### config.mk
export PLATFORM = sky130hd
export DESIGN_NAME = hd44780_nibble_tx
export DESIGN_NICKNAME = d
export VERILOG_FILES = /design/src/rtl/hd44780_nibble_tx.sv
export SDC_FILE = /design/constraint.sdc
export NUM_CORES = 1
export LEC_CHECK = 0
export CORE_MARGIN = 3
export CORE_UTILIZATION = 40
export CTS_BUF_LIST = sky130_fd_sc_hd__clkbuf_4
export DETAILED_ROUTE_END_ITERATION = 16
export PLACE_DENSITY = 0.59
export SLEW_MARGIN = 15
export SYNTH_ARGS = -nofsm -noshare
export SYNTH_HDL_FRONTEND = slang
export SYNTH_SLANG_ARGS = --single-unit
### constraint.sdc
create_clock -name clk -period 5 [get_ports clk]
set_input_delay 0.5 -clock clk [delete_from_list [all_inputs] [get_ports clk]]
set_output_delay 0.5 -clock clk [all_outputs]
set_load 0.01 [all_outputs]
### src/rtl/hd44780_nibble_tx.sv
// rtl/hd44780_nibble_tx.sv - HD44780 4-bit bus transmitter: one byte per handshake, two EN-strobed nibbles.
// Each phase is timed by one down-counter that is loaded on entry; the phase ends when it reaches 1.
module hd44780_nibble_tx #(
    parameter int T_SETUP      = 2,
    parameter int T_EN_HIGH    = 12,
    parameter int T_HOLD       = 1,
    parameter int T_GAP        = 50,
    parameter int T_CMD_WAIT   = 2500,
    parameter int T_CLEAR_WAIT = 82000,
    parameter int T_INIT_WAIT  = 205000
) (
    input  logic       clk,
    input  logic       rst_n,
    input  logic       in_valid,
    output logic       in_ready,
    input  logic [7:0] in_data,
    input  logic       in_rs,
    input  logic       in_single,
    output logic [3:0] lcd_d,
    output logic       lcd_rs,
    output logic       lcd_en,
    output logic       busy
);

    localparam int MAX_A = (T_SETUP > T_EN_HIGH) ? T_SETUP : T_EN_HIGH;
    localparam int MAX_B = (T_HOLD > T_GAP) ? T_HOLD : T_GAP;
    localparam int MAX_C = (T_CMD_WAIT > T_CLEAR_WAIT) ? T_CMD_WAIT : T_CLEAR_WAIT;
    localparam int MAX_D = (MAX_A > MAX_B) ? MAX_A : MAX_B;
    localparam int MAX_E = (MAX_C > T_INIT_WAIT) ? MAX_C : T_INIT_WAIT;
    localparam int MAX_P = (MAX_D > MAX_E) ? MAX_D : MAX_E;
    localparam int CW    = $clog2(MAX_P) + 1;
    localparam logic [CW-1:0] C_ONE = CW'(1);

    typedef enum logic [3:0] {
        S_IDLE,
        S_SETUP_H,
        S_EN_H,
        S_HOLD_H,
        S_GAP,
        S_SETUP_L,
        S_EN_L,
        S_HOLD_L,
        S_WAIT
    } state_t;

    state_t          r_state;
    logic [CW-1:0]   r_cnt;
    logic [7:0]      r_data;
    logic            r_rs;
    logic            r_single;
    logic [3:0]      r_lcd_d;
    logic            r_lcd_rs;
    logic            r_lcd_en;
    logic            r_ready;
    logic            r_busy;

    state_t          w_next_state;
    logic [CW-1:0]   w_next_cnt;
    logic [CW-1:0]   w_wait_len;
    logic            w_accept;
    logic [7:0]      w_data;
    logic            w_rs;
    logic            w_single;
    logic [3:0]      w_lcd_d;
    logic            w_lcd_rs;
    logic            w_lcd_en;

    function automatic logic [CW-1:0] f_len(input state_t s, input logic [CW-1:0] wait_len);
        case (s)
            S_SETUP_H, S_SETUP_L: f_len = CW'(T_SETUP);
            S_EN_H, S_EN_L:       f_len = CW'(T_EN_HIGH);
            S_HOLD_H, S_HOLD_L:   f_len = CW'(T_HOLD);
            S_GAP:                f_len = CW'(T_GAP);
            S_WAIT:               f_len = wait_len;
            default:              f_len = '0;
        endcase
    endfunction

    // Clear (0x01) and home (0x02/0x03) commands need the long execution time.
    always_comb begin
        w_wait_len = CW'(T_CMD_WAIT);
        if (r_single)
            w_wait_len = CW'(T_INIT_WAIT);
        else if (!r_rs && (r_data inside {8'h01, 8'h02, 8'h03}))
            w_wait_len = CW'(T_CLEAR_WAIT);
    end

    always_comb begin
        w_next_state = r_state;
        w_accept     = 1'b0;
        case (r_state)
            S_IDLE: begin
                if (in_valid && r_ready) begin
                    w_accept     = 1'b1;
                    w_next_state = S_SETUP_H;
                end
            end
            S_SETUP_H: if (r_cnt == C_ONE) w_next_state = S_EN_H;
            S_EN_H:    if (r_cnt == C_ONE) w_next_state = S_HOLD_H;
            S_HOLD_H:  if (r_cnt == C_ONE) w_next_state = r_single ? S_WAIT : S_GAP;
            S_GAP:     if (r_cnt == C_ONE) w_next_state = S_SETUP_L;
            S_SETUP_L: if (r_cnt == C_ONE) w_next_state = S_EN_L;
            S_EN_L:    if (r_cnt == C_ONE) w_next_state = S_HOLD_L;
            S_HOLD_L:  if (r_cnt == C_ONE) w_next_state = S_WAIT;
            S_WAIT:    if (r_cnt == C_ONE) w_next_state = S_IDLE;
            default:   w_next_state = S_IDLE;
        endcase

        if (w_next_state != r_state)
            w_next_cnt = f_len(w_next_state, w_wait_len);
        else if (r_state == S_IDLE)
            w_next_cnt = r_cnt;
        else
            w_next_cnt = r_cnt - C_ONE;

        w_data   = w_accept ? in_data   : r_data;
        w_rs     = w_accept ? in_rs     : r_rs;
        w_single = w_accept ? in_single : r_single;

        // Outputs are derived from the next state so they change on the same edge as the phase.
        case (w_next_state)
            S_SETUP_H, S_EN_H, S_HOLD_H, S_GAP:
                w_lcd_d = w_data[7:4];
            S_SETUP_L, S_EN_L, S_HOLD_L, S_WAIT:
                w_lcd_d = w_single ? w_data[7:4] : w_data[3:0];
            default:
                w_lcd_d = r_lcd_d;
        endcase
        w_lcd_rs = (w_next_state == S_IDLE) ? r_lcd_rs : w_rs;
        w_lcd_en = (w_next_state == S_EN_H) || (w_next_state == S_EN_L);
    end

    always_ff @(posedge clk) begin
        if (!rst_n) begin
            r_state  <= S_IDLE;
            r_cnt    <= '0;
            r_data   <= '0;
            r_rs     <= 1'b0;
            r_single <= 1'b0;
            r_lcd_d  <= '0;
            r_lcd_rs <= 1'b0;
            r_lcd_en <= 1'b0;
            r_ready  <= 1'b0;
            r_busy   <= 1'b1;
        end else begin
            r_state  <= w_next_state;
            r_cnt    <= w_next_cnt;
            r_data   <= w_data;
            r_rs     <= w_rs;
            r_single <= w_single;
            r_lcd_d  <= w_lcd_d;
            r_lcd_rs <= w_lcd_rs;
            r_lcd_en <= w_lcd_en;
            r_ready  <= (w_next_state == S_IDLE);
            r_busy   <= (w_next_state != S_IDLE);
        end
    end

    assign in_ready = r_ready;
    assign busy     = r_busy;
    assign lcd_d    = r_lcd_d;
    assign lcd_rs   = r_lcd_rs;
    assign lcd_en   = r_lcd_en;

endmodule

==> results of run 1 <==
[worst min-delay path, stage by stage, from the launching register on]
cell     delay, ps
dfxtp_1        330
nand2_1         50
mux2i_1         60
[power by group through the flow]
| stage | Combinational, mW | Clock, mW | Sequential, mW |
|---|---|---|---|
| 6_report | 0.234 | 0.167 | 0.385 |
| 5_1_grt | 0.266 | 0.190 | 0.390 |
| 4_1_cts | 0.233 | 0.174 | 0.385 |
| 3_5_place_dp | 0.231 | 0 | 0.392 |
| 3_3_place_gp | 0.232 | 0 | 0.391 |
| 2_1_floorplan | 0.179 | 0 | 0.385 |
[state kept, by name, summed over array words and instances (netlist names)]
signal and flops:
r_cnt 19, r_data 8, r_single 1, in_ready 1, lcd_rs 1, lcd_en 1, r_state 4, busy 1
r_rs 1, lcd_d 4
[cells by family (layout without fill, tap and decap cells)]
group,Yosys count,after routing,share of synthesized area [%]
AND/OR/NAND/NOR,121,121,28.3
AO/OA/AOI/OAI,69,69,20.8
flip-flops,41,41,37.1
buffers and inverters,21,39,4.97
multiplexers,10,10,4.52
XOR/XNOR,8,8,3.16
adder cells (fa/ha/maj),2,2,1.13
[worst paths after layout]
path	from	endpoint	slack, ps	depth (start not counted)
hold / removal	lcd_d[1]	lcd_d[1]	470	2
setup reg to reg	r_cnt[2]	r_cnt[6]	2060	6
setup / recovery	r_cnt[2]	r_cnt[6]	2060	6
hold reg to reg	lcd_d[1]	lcd_d[1]	470	2
[metal layers]
layer / part of all wire [%] / global-route usage, % / vias to the layer above
met5: 0 / 0 / -
met4: 1.0 / 5.74 / 0
met1: 48 / 24.7 / 923
met3: 5.2 / 3.48 / 4
met2: 45 / 28.6 / 49
li1: - / - / 1007
[cells in the final DEF (no fill, tap or decap), types with 2 or more instances in the layout]
cell type         n
and3_1            3
buf_4             2
nand2_1          38
ha_1              2
or3_1             3
nor3_1           14
o31ai_1           3
mux2i_1          10
a31oi_1           5
nor4_1            5
clkdlybuf4s50_1  20
or2_2             4
a21oi_1          19
nor3b_1           3
inv_1             9
nand2b_1          5
dfxtp_1          41
o21ai_0          17
nor2_1           20
clkinv_2          2
xnor2_1           7
a21boi_0          9
or4_4             4
nor2b_1           3
nand3_1           5
o211ai_1          3
clkbuf_4          6
and2_1            6
or4_1             2
[layout make-up]
type                       instances  area [um2]  area share (%)
clock buffer                       6        45.0            1.80
clock inverter                     2        10.0           0.401
inverter                           9        33.8            1.35
multi-input combinational        210        1280            51.4
sequential                        41         821            32.9
tap                               70        87.6            3.51
timing repair buffer              22         215            8.62
==> impl_metrics.env, run 1 <==
export IMPL_die_area_um2=6470
export IMPL_drtPass1Iterations=4
export IMPL_fin_cells=360
export IMPL_synth_cells=272
export IMPL_wl_um=5290
export IMPL_slew_viol_final=0
export IMPL_cts_hold_buf=0
export IMPL_htreeDepth=2
export IMPL_final_period_utilization_pct=58.8
export IMPL_area_growth_pct=12.7
export IMPL_overflow=0
export IMPL_finalClockSkew_ps=15.7
export IMPL_grt_pass1_vias=1879
export IMPL_cts_root_buf="clkbuf_4"
export IMPL_cts_tree="built"
export IMPL_path_clk_slew_ps=120
export IMPL_crit_buf_inv=0
export IMPL_antenna_found_initial=0
export IMPL_synth_edf_count=0
export IMPL_critical_path_class="reg -> reg"
export IMPL_post_route_drc_count=0
export IMPL_n_antenna_cell=0
export IMPL_syn_nets=287
export IMPL_hpwlAfterDp_um=3730
export IMPL_synth_top_area_share_pct=37.1
export IMPL_syn_area_um2=2210
export IMPL_rsz0062_at_grt="false"
export IMPL_cts_resized_gates=0
export IMPL_async_flop_share_pct=0
export IMPL_period_minus_slack_ps=2940
export IMPL_synth_warnings=0
export IMPL_numCtsBuffers=5
export IMPL_p_sw_uw=274
export IMPL_initial_utilization_pct=42.3
export IMPL_p_seq_share_pct=49.0
export IMPL_cp_slowest_cell="o31a_1"
export IMPL_syn_area_per_cell_um2=8.14
export IMPL_fin_area_um2=2500
export IMPL_ant_nets=0
export IMPL_finalSetupViolCount=0
export IMPL_worst_slack_ps=2060
export IMPL_insertion_delay_ps=340
export IMPL_cts_setup_buffers=0
export IMPL_drive_gt1_share_pct=8.62
export IMPL_p_leak_nw=0.957
export IMPL_finalCoreUtilization_pct=47.7
export IMPL_gp_congestion=0.892
export IMPL_fp_row_count=26
export IMPL_path_cells="or4_4 -> or4_4 -> o211ai_1 -> o31a_1 -> a31oi_1 -> o221a_2"
export IMPL_clock_sinks=41
export IMPL_dieWidth_um=80.4
export IMPL_dieHeight_um=80.4
export IMPL_pwr_density_cell_nw_per_um2=315
export IMPL_setup_tns_ps=0
export IMPL_wl_per_cell_um=14.7
export IMPL_critPathMaxFanout=17
export IMPL_core_area_um2=5240
export IMPL_drtIter0Drc=101
export IMPL_dp_slack_ps=2080
export IMPL_start_kind="flop"
export IMPL_fmax_mhz=340
export IMPL_combPwrFrac_pct=29.8
export IMPL_grt_total_usage_pct=18.1
export IMPL_drv_cap=0
export IMPL_grt_start_max_net_pins=37
export IMPL_port_buffers=20
export IMPL_yosysTopAreaCell="dfxtp_1"
export IMPL_final_nets=304
export IMPL_yosysMostFrequentCell="dfxtp_1"
export IMPL_synth_cell_type_count=49
export IMPL_viasPerCell=5.51
export IMPL_intPower_uw=512
export IMPL_synth_commonest_cells="41 x dfxtp_1, 38 x nand2_1, 20 x nor2_1"
export IMPL_swShare_pct=34.9
export IMPL_pwr_share_clk_pct=21.2
export IMPL_outcome="finished, final reports clean"
export IMPL_worstMarginPinSlew_ps=666
export IMPL_grt_pass1_wl_um=9180
export IMPL_slew_limit_headroom_pct=55.2
export IMPL_synth_seq_cells=41
export IMPL_finalPower_uw=786
export IMPL_hp_class="reg -> reg"
export IMPL_cpPeakStageDelay_ps=630
export IMPL_place_area_um2=2440
export IMPL_yosys_top_cells_area="dfxtp_1 37%, nand2_1 6.4%, mux2i_1 4.5%"
export IMPL_dp_cells=352
export IMPL_ir_worst_vdd_mv=0.151
export IMPL_clk_path_buf_depth=2
export IMPL_ys_seq_area_share_pct=37.1
export IMPL_holdWs_ps=469
export IMPL_critPathCaptureType="flop"
export IMPL_required_ps=5240
export IMPL_n_fill_cell=529
export IMPL_critPathTopFamily="compound AO/OA/AOI/OAI gates"
export IMPL_synthFlopType="dfxtp_1"
export IMPL_arrival_ps=3180
export IMPL_timing_critical_path_mode_cell="or4_4"
export IMPL_via_count=1983
export IMPL_num_io_pins=21
export IMPL_hold_viol=0
No activity file was read; power rests on OpenSTA's default activity.
==> run 2: changes to the inputs <==
--- a/config.mk
+++ b/config.mk
@@ -9,7 +9,7 @@
 export CORE_UTILIZATION = 40
 export CTS_BUF_LIST = sky130_fd_sc_hd__clkbuf_4
 export DETAILED_ROUTE_END_ITERATION = 16
-export PLACE_DENSITY = 0.59
+export PLACE_DENSITY = 0.61
 export SLEW_MARGIN = 15
 export SYNTH_ARGS = -nofsm -noshare
 export SYNTH_HDL_FRONTEND = slang
==> constraint.sdc (replaced) <==
create_clock -name clk -period 2.48 [get_ports clk]
set_input_delay 0.248 -clock clk [delete_from_list [all_inputs] [get_ports clk]]
set_output_delay 0.248 -clock clk [all_outputs]
set_load 0.01 [all_outputs]
==> run 2 against run 1 <==
  * The run now ends with negative setup slack left
  * Largest power group unchanged
  * Clock skew up 0.78 ps
  * Combinational power rose to 3.0 times the previous value
  * Critical endpoint is now lcd_d[3]
  * Critical path type unchanged
  * Highest routed layer unchanged
  * Die area unchanged
==> impl_metrics.env, run 2 (same netlist as run 1, synthesis figures left out) <==
export IMPL_critPathMaxFanout=5
export IMPL_finalClockSkew_ps=16.5
export IMPL_htreeDepth=2
export IMPL_clock_sinks=41
export IMPL_final_nets=345
export IMPL_via_count=2157
export IMPL_fin_area_um2=2930
export IMPL_pwr_density_cell_nw_per_um2=607
export IMPL_start_kind="flop"
export IMPL_viasPerCell=5.38
export IMPL_clk_path_buf_depth=2
export IMPL_p_seq_share_pct=42.4
export IMPL_ff_latch_area_um2=822
export IMPL_swShare_pct=35.1
export IMPL_drtPass1Iterations=4
export IMPL_critical_path_class="reg -> reg"
export IMPL_n_fill_cell=460
export IMPL_final_period_utilization_pct=107
export IMPL_port_buffers=20
export IMPL_cts_tree="built"
export IMPL_ant_nets=0
export IMPL_hpwlAfterDp_um=4170
export IMPL_largest_register="r_cnt"
export IMPL_ir_worst_vdd_mv=0.280
export IMPL_rrSetupSlack_ps=-160
export IMPL_initial_utilization_pct=42.3
export IMPL_grt_start_max_net_pins=37
export IMPL_insertion_delay_ps=350
export IMPL_largest_reg_flops=19
export IMPL_area_growth_pct=32.4
export IMPL_intPower_mw=1.16
export IMPL_r2r_start="r_cnt[2]"
export IMPL_num_io_pins=21
export IMPL_cts_root_buf="clkbuf_4"
export IMPL_pwr_share_clk_pct=18.5
export IMPL_place_area_um2=2740
export IMPL_worstMarginPinSlew_ps=494
export IMPL_p_sw_uw=625
export IMPL_wl_um=5960
export IMPL_arrival_ps=2890
export IMPL_r2r_end="lcd_d[3]"
export IMPL_holdWs_ps=465
export IMPL_slew_viol_final=0
export IMPL_overflow=0
export IMPL_finalSetupViolCount=26
export IMPL_wl_per_cell_um=14.9
export IMPL_slew_limit_headroom_pct=67.0
export IMPL_largestRegisters="r_cnt: 19 flops, r_data: 8 flops"
export IMPL_p_leak_nw=1.19
export IMPL_core_area_um2=5240
export IMPL_dieHeight_um=80.4
export IMPL_grt_pass1_vias=2073
export IMPL_crit_start="r_cnt[2]"
export IMPL_outcome="complete, but fails checks"
export IMPL_grt_total_usage_pct=19.6
export IMPL_die_area_um2=6470
export IMPL_grt_pass1_wl_um=9910
export IMPL_combPwrFrac_pct=39.1
export IMPL_hp_class="reg -> reg"
export IMPL_fmax_mhz=378
export IMPL_reg2reg_depth=7
export IMPL_numCtsBuffers=5
export IMPL_dieWidth_um=80.4
export IMPL_drv_cap=0
export IMPL_cts_hold_buf=0
export IMPL_rsz0062_at_grt="true"
export IMPL_endpoint="lcd_d[3]"
export IMPL_violations="negative setup slack"
export IMPL_mostFrequentLayoutCell="dfxtp_1"
export IMPL_n_antenna_cell=0
export IMPL_finalCoreUtilization_pct=56.0
export IMPL_fp_row_count=26
export IMPL_final_cell_mix="40 x dfxtp_1, 39 x buf_4, 36 x nand2_1, 20 x nor2_1, 20 x clkdlybuf4s50_1"
export IMPL_antenna_found_initial=0
export IMPL_drtIter0Drc=200
export IMPL_period_minus_slack_ps=2640
export IMPL_path_clk_slew_ps=130
export IMPL_post_route_drc_count=0
export IMPL_multiInputGateArea_um2=1400
export IMPL_worst_slack_ps=-164
export IMPL_required_ps=2730
export IMPL_gp_congestion=0.897
export IMPL_drive_gt1_share_pct=24.2
export IMPL_hold_viol=0
export IMPL_critPathCaptureType="flop"
==> run 2: cell types whose count changed in the layout (fill, tap and decap cells not counted), sizes merged <==
cell / before / now
buf: 2 / 42
clkbuf: 6 / 5
clkinv: 2 / 3
or4: 6 / 7
==> run 2: layout make-up <==
class / count / area share, %
clock buffers: 5 / 1.28
clock inverters: 3 / 0.427
inverters: 9 / 1.15
multi-input cells: 211 / 47.6
flip-flops and latches: 41 / 28.0
well taps: 70 / 2.99
repair buffers: 62 / 18.6
==> run 2: stage by stage <==
stage | worst slack, ps | TNS, ps | power, mW | std cells
after global placement | -231 | -2120 | 1.40 | 388
after global routing | -285 | -5380 | 1.90 | 401
after detailed placement | -273 | -2870 | 1.41 | 388
after CTS | -156 | -1150 | 1.77 | 399
after floorplan | -184 | -1710 | 1.15 | 272
final | -164 | -2230 | 1.78 | 401
==> run 2: power by group through the flow <==
stage	Combinational (mW)	Clock (mW)	Sequential (mW)
2_1_floorplan	0.370	0	0.776
3_3_place_gp	0.635	0	0.767
3_5_place_dp	0.642	0	0.767
4_1_cts	0.686	0.335	0.753
5_1_grt	0.762	0.375	0.760
6_report	0.696	0.329	0.755
==> run 2: what timing repair did <==
| item | in CTS | in global routing |
|---|---|---|
| resized for setup | 13 | 8 |
| setup endpoints to repair | 27 | 27 |
| pin swaps | 3 | 4 |
| gates cloned | 1 | 0 |
| setup buffers | 2 | 3 |
==> run 2: worst min-delay path by stage <==
stage,startpoint,endpoint,cells after the start
floorplan,in_data[0],r_data[0],2
global placement,lcd_rs,lcd_rs,2
detailed placement,lcd_rs,lcd_rs,2
CTS,lcd_rs,lcd_rs,2
global route,in_data[6],r_data[6],3
finish,lcd_rs,lcd_rs,2
==> run 2: layer usage <==
layer	global-route usage, %	wire [um]	vias to the layer above
met2	30.0	2690	59
met1	27.8	2880	1003
met3	3.48	318	7
met4	5.91	65	0
met5	0	0	-
li1	-	-	1088
==> run 2: worst max-delay path: stages (launching register included) <==
cell and delay [ps]:
dfxtp_2 340, or4_4 540, or4_4 590, or4_4 470
o21ai_4 120, o221ai_4 190, mux2i_1 200, mux2i_1 90
==> run 3: changes to the inputs <==
--- a/config.mk
+++ b/config.mk
@@ -5,11 +5,12 @@
 export SDC_FILE = /design/constraint.sdc
 export NUM_CORES = 1
 export LEC_CHECK = 0
+export CAP_MARGIN = 20
 export CORE_MARGIN = 3
 export CORE_UTILIZATION = 40
 export CTS_BUF_LIST = sky130_fd_sc_hd__clkbuf_4
 export DETAILED_ROUTE_END_ITERATION = 16
-export PLACE_DENSITY = 0.61
+export PLACE_DENSITY = 0.59
 export SLEW_MARGIN = 15
 export SYNTH_ARGS = -nofsm -noshare
 export SYNTH_HDL_FRONTEND = slang
==> constraint.sdc (replaced) <==
create_clock -name clk -period 3.2 [get_ports clk]
set_input_delay 0.32 -clock clk [delete_from_list [all_inputs] [get_ports clk]]
set_output_delay 0.32 -clock clk [all_outputs]
set_load 0.01 [all_outputs]
==> run 3 against run 2 <==
  * The flow now finishes without violations
  * Hold slack improved by 4.0 ps
  * Die area unchanged
  * Flip-flop and latch count unchanged
  * Critical path depth unchanged
  * Combinational power decreased by 46%
  * Sequential share of layout area up 4.7 points
  * Via count fell by 8.4%
  * Power is 31% lower
  * Sequential power decreased by 20%
  * Register-to-register slack improved by 460 ps
  * Global-route usage shrank 1.6 points
  * Largest cell class unchanged
==> impl_metrics.env, run 3 (same netlist as run 1, synthesis figures left out) <==
export IMPL_outcome="finished, final reports clean"
export IMPL_n_fill_cell=525
export IMPL_drtIter0Drc=126
export IMPL_area_growth_pct=13.1
export IMPL_top_usage_layer="met2"
export IMPL_worst_slack_ps=301
export IMPL_dp_slack_ps=304
export IMPL_ir_worst_vdd_mv=0.361
export IMPL_initial_utilization_pct=42.3
export IMPL_antenna_found_initial=0
export IMPL_largest_reg_flops=19
export IMPL_viasPerCell=5.47
export IMPL_num_io_pins=21
export IMPL_start_kind="flop"
export IMPL_htreeDepth=2
export IMPL_wl_per_cell_um=14.7
export IMPL_clk_path_buf_depth=2
export IMPL_p_leak_nw=0.961
export IMPL_cts_resized_gates=0
export IMPL_critical_path_class="reg -> reg"
export IMPL_final_nets=306
export IMPL_grt_pass1_vias=1838
export IMPL_grt_start_max_net_pins=29
export IMPL_cp_slowest_cell="or4_4"
export IMPL_largestRegisters="r_cnt: 19 flops, r_data: 8 flops"
export IMPL_slew_limit_headroom_pct=41.3
export IMPL_slew_viol_final=0
export IMPL_final_cell_mix="41 x dfxtp_1, 38 x nand2_1, 20 x nor2_1, 20 x clkdlybuf4s50_1, 19 x a21oi_1"
export IMPL_required_ps=3450
export IMPL_rsz0062_at_grt="false"
export IMPL_critPathCaptureType="flop"
export IMPL_cts_hold_buf=0
export IMPL_worstMarginPinSlew_ps=877
export IMPL_core_area_um2=5240
export IMPL_arrival_ps=3150
export IMPL_use_met3_pct=3.70
export IMPL_n_antenna_cell=0
export IMPL_path_clk_slew_ps=110
export IMPL_path_cells="or4_4 -> or4_4 -> nor3_1 -> o21ai_4 -> nor3_2 -> nand2b_1 -> nand2_1"
export IMPL_drive_gt1_share_pct=8.59
export IMPL_via_count=1976
export IMPL_finalCoreUtilization_pct=47.8
export IMPL_overflow=0
export IMPL_timing_critical_path_mode_cell="or4_4"
export IMPL_hold_viol=0
export IMPL_pwr_density_cell_nw_per_um2=489
export IMPL_drtPass1Iterations=4
export IMPL_cpPeakStageDelay_ps=600
export IMPL_final_period_utilization_pct=90.6
export IMPL_grt_pass1_wl_um=9010
export IMPL_use_met2_pct=27.0
export IMPL_ant_nets=0
export IMPL_fin_cells=361
export IMPL_met1_usage_pct=25.6
export IMPL_numCtsBuffers=5
export IMPL_gp_congestion=0.928
export IMPL_dp_cells=354
export IMPL_critPathMaxFanout=10
export IMPL_largest_register="r_cnt"
export IMPL_mostFrequentLayoutCell="dfxtp_1"
export IMPL_finalSetupViolCount=0
export IMPL_dieWidth_um=80.4
export IMPL_holdWs_ps=469
export IMPL_hp_class="reg -> reg"
export IMPL_place_area_um2=2460
export IMPL_period_minus_slack_ps=2900
export IMPL_fin_area_um2=2500
export IMPL_cts_setup_buffers=0
export IMPL_insertion_delay_ps=350
export IMPL_hpwlAfterDp_um=3900
export IMPL_finalPower_mw=1.23
export IMPL_clock_sinks=41
export IMPL_drv_cap=0
export IMPL_finalClockSkew_ps=4.45
export IMPL_die_area_um2=6470
export IMPL_fmax_mhz=345
export IMPL_setup_tns_ps=0
export IMPL_cts_tree="built"
export IMPL_port_buffers=20
export IMPL_dieHeight_um=80.4
export IMPL_wl_um=5310
export IMPL_grt_total_usage_pct=18.0
export IMPL_fp_row_count=26
export IMPL_post_route_drc_count=0
export IMPL_cts_root_buf="clkbuf_4"
-- run 3: cell count changes in the layout (fill, tap and decap cells not counted), sizes merged --
cell    change
buf        -38
clkinv      -2
clkbuf      +1
or4         -1
-- run 3: where the power goes --
part | leakage (nW) | switching, mW | internal (mW)
logic | 0.597 | 0.217 | 0.156
clock network | 0.0292 | 0.163 | 0.0885
registers | 0.335 | 0.0467 | 0.555
total | 0.961 | 0.426 | 0.799
-- run 3: final timing paths --
path              cells after the start     start  slack, ps  endpoint
setup / recovery                      7  r_cnt[2]        300    lcd_rs
hold / removal                        2    lcd_rs        470    lcd_rs
setup reg to reg                      7  r_cnt[2]        300    lcd_rs
hold reg to reg                       2    lcd_rs        470    lcd_rs
-- run 3: worst max-delay path, delay by kind of cell (launching register included) --
kind	cells	cell delay [ps]
AOI/OAI and AO/OA	1	130
DFF	1	380
and+or+nand+nor	6	2290
-- run 3: layer usage --
| layer | vias up | part of all wire [%] |
|---|---|---|
| met4 | 0 | 1.1 |
| met1 | 921 | 50 |
| li1 | 1001 | - |
| met2 | 47 | 45 |
| met5 | - | 0 |
| met3 | 7 | 4.0 |
-- run 3: area by class of cell --
| class | instances | area (um2) | area share (%) |
|---|---|---|---|
| Multi-Input combinational cell | 210 | 1280 | 51.2 |
| Timing Repair Buffer | 24 | 230 | 9.19 |
| Clock inverter | 1 | 3.75 | 0.150 |
| Clock buffer | 6 | 45.0 | 1.80 |
| Sequential cell | 41 | 821 | 32.8 |
| Tap cell | 70 | 87.6 | 3.50 |
| Inverter | 9 | 33.8 | 1.35 |
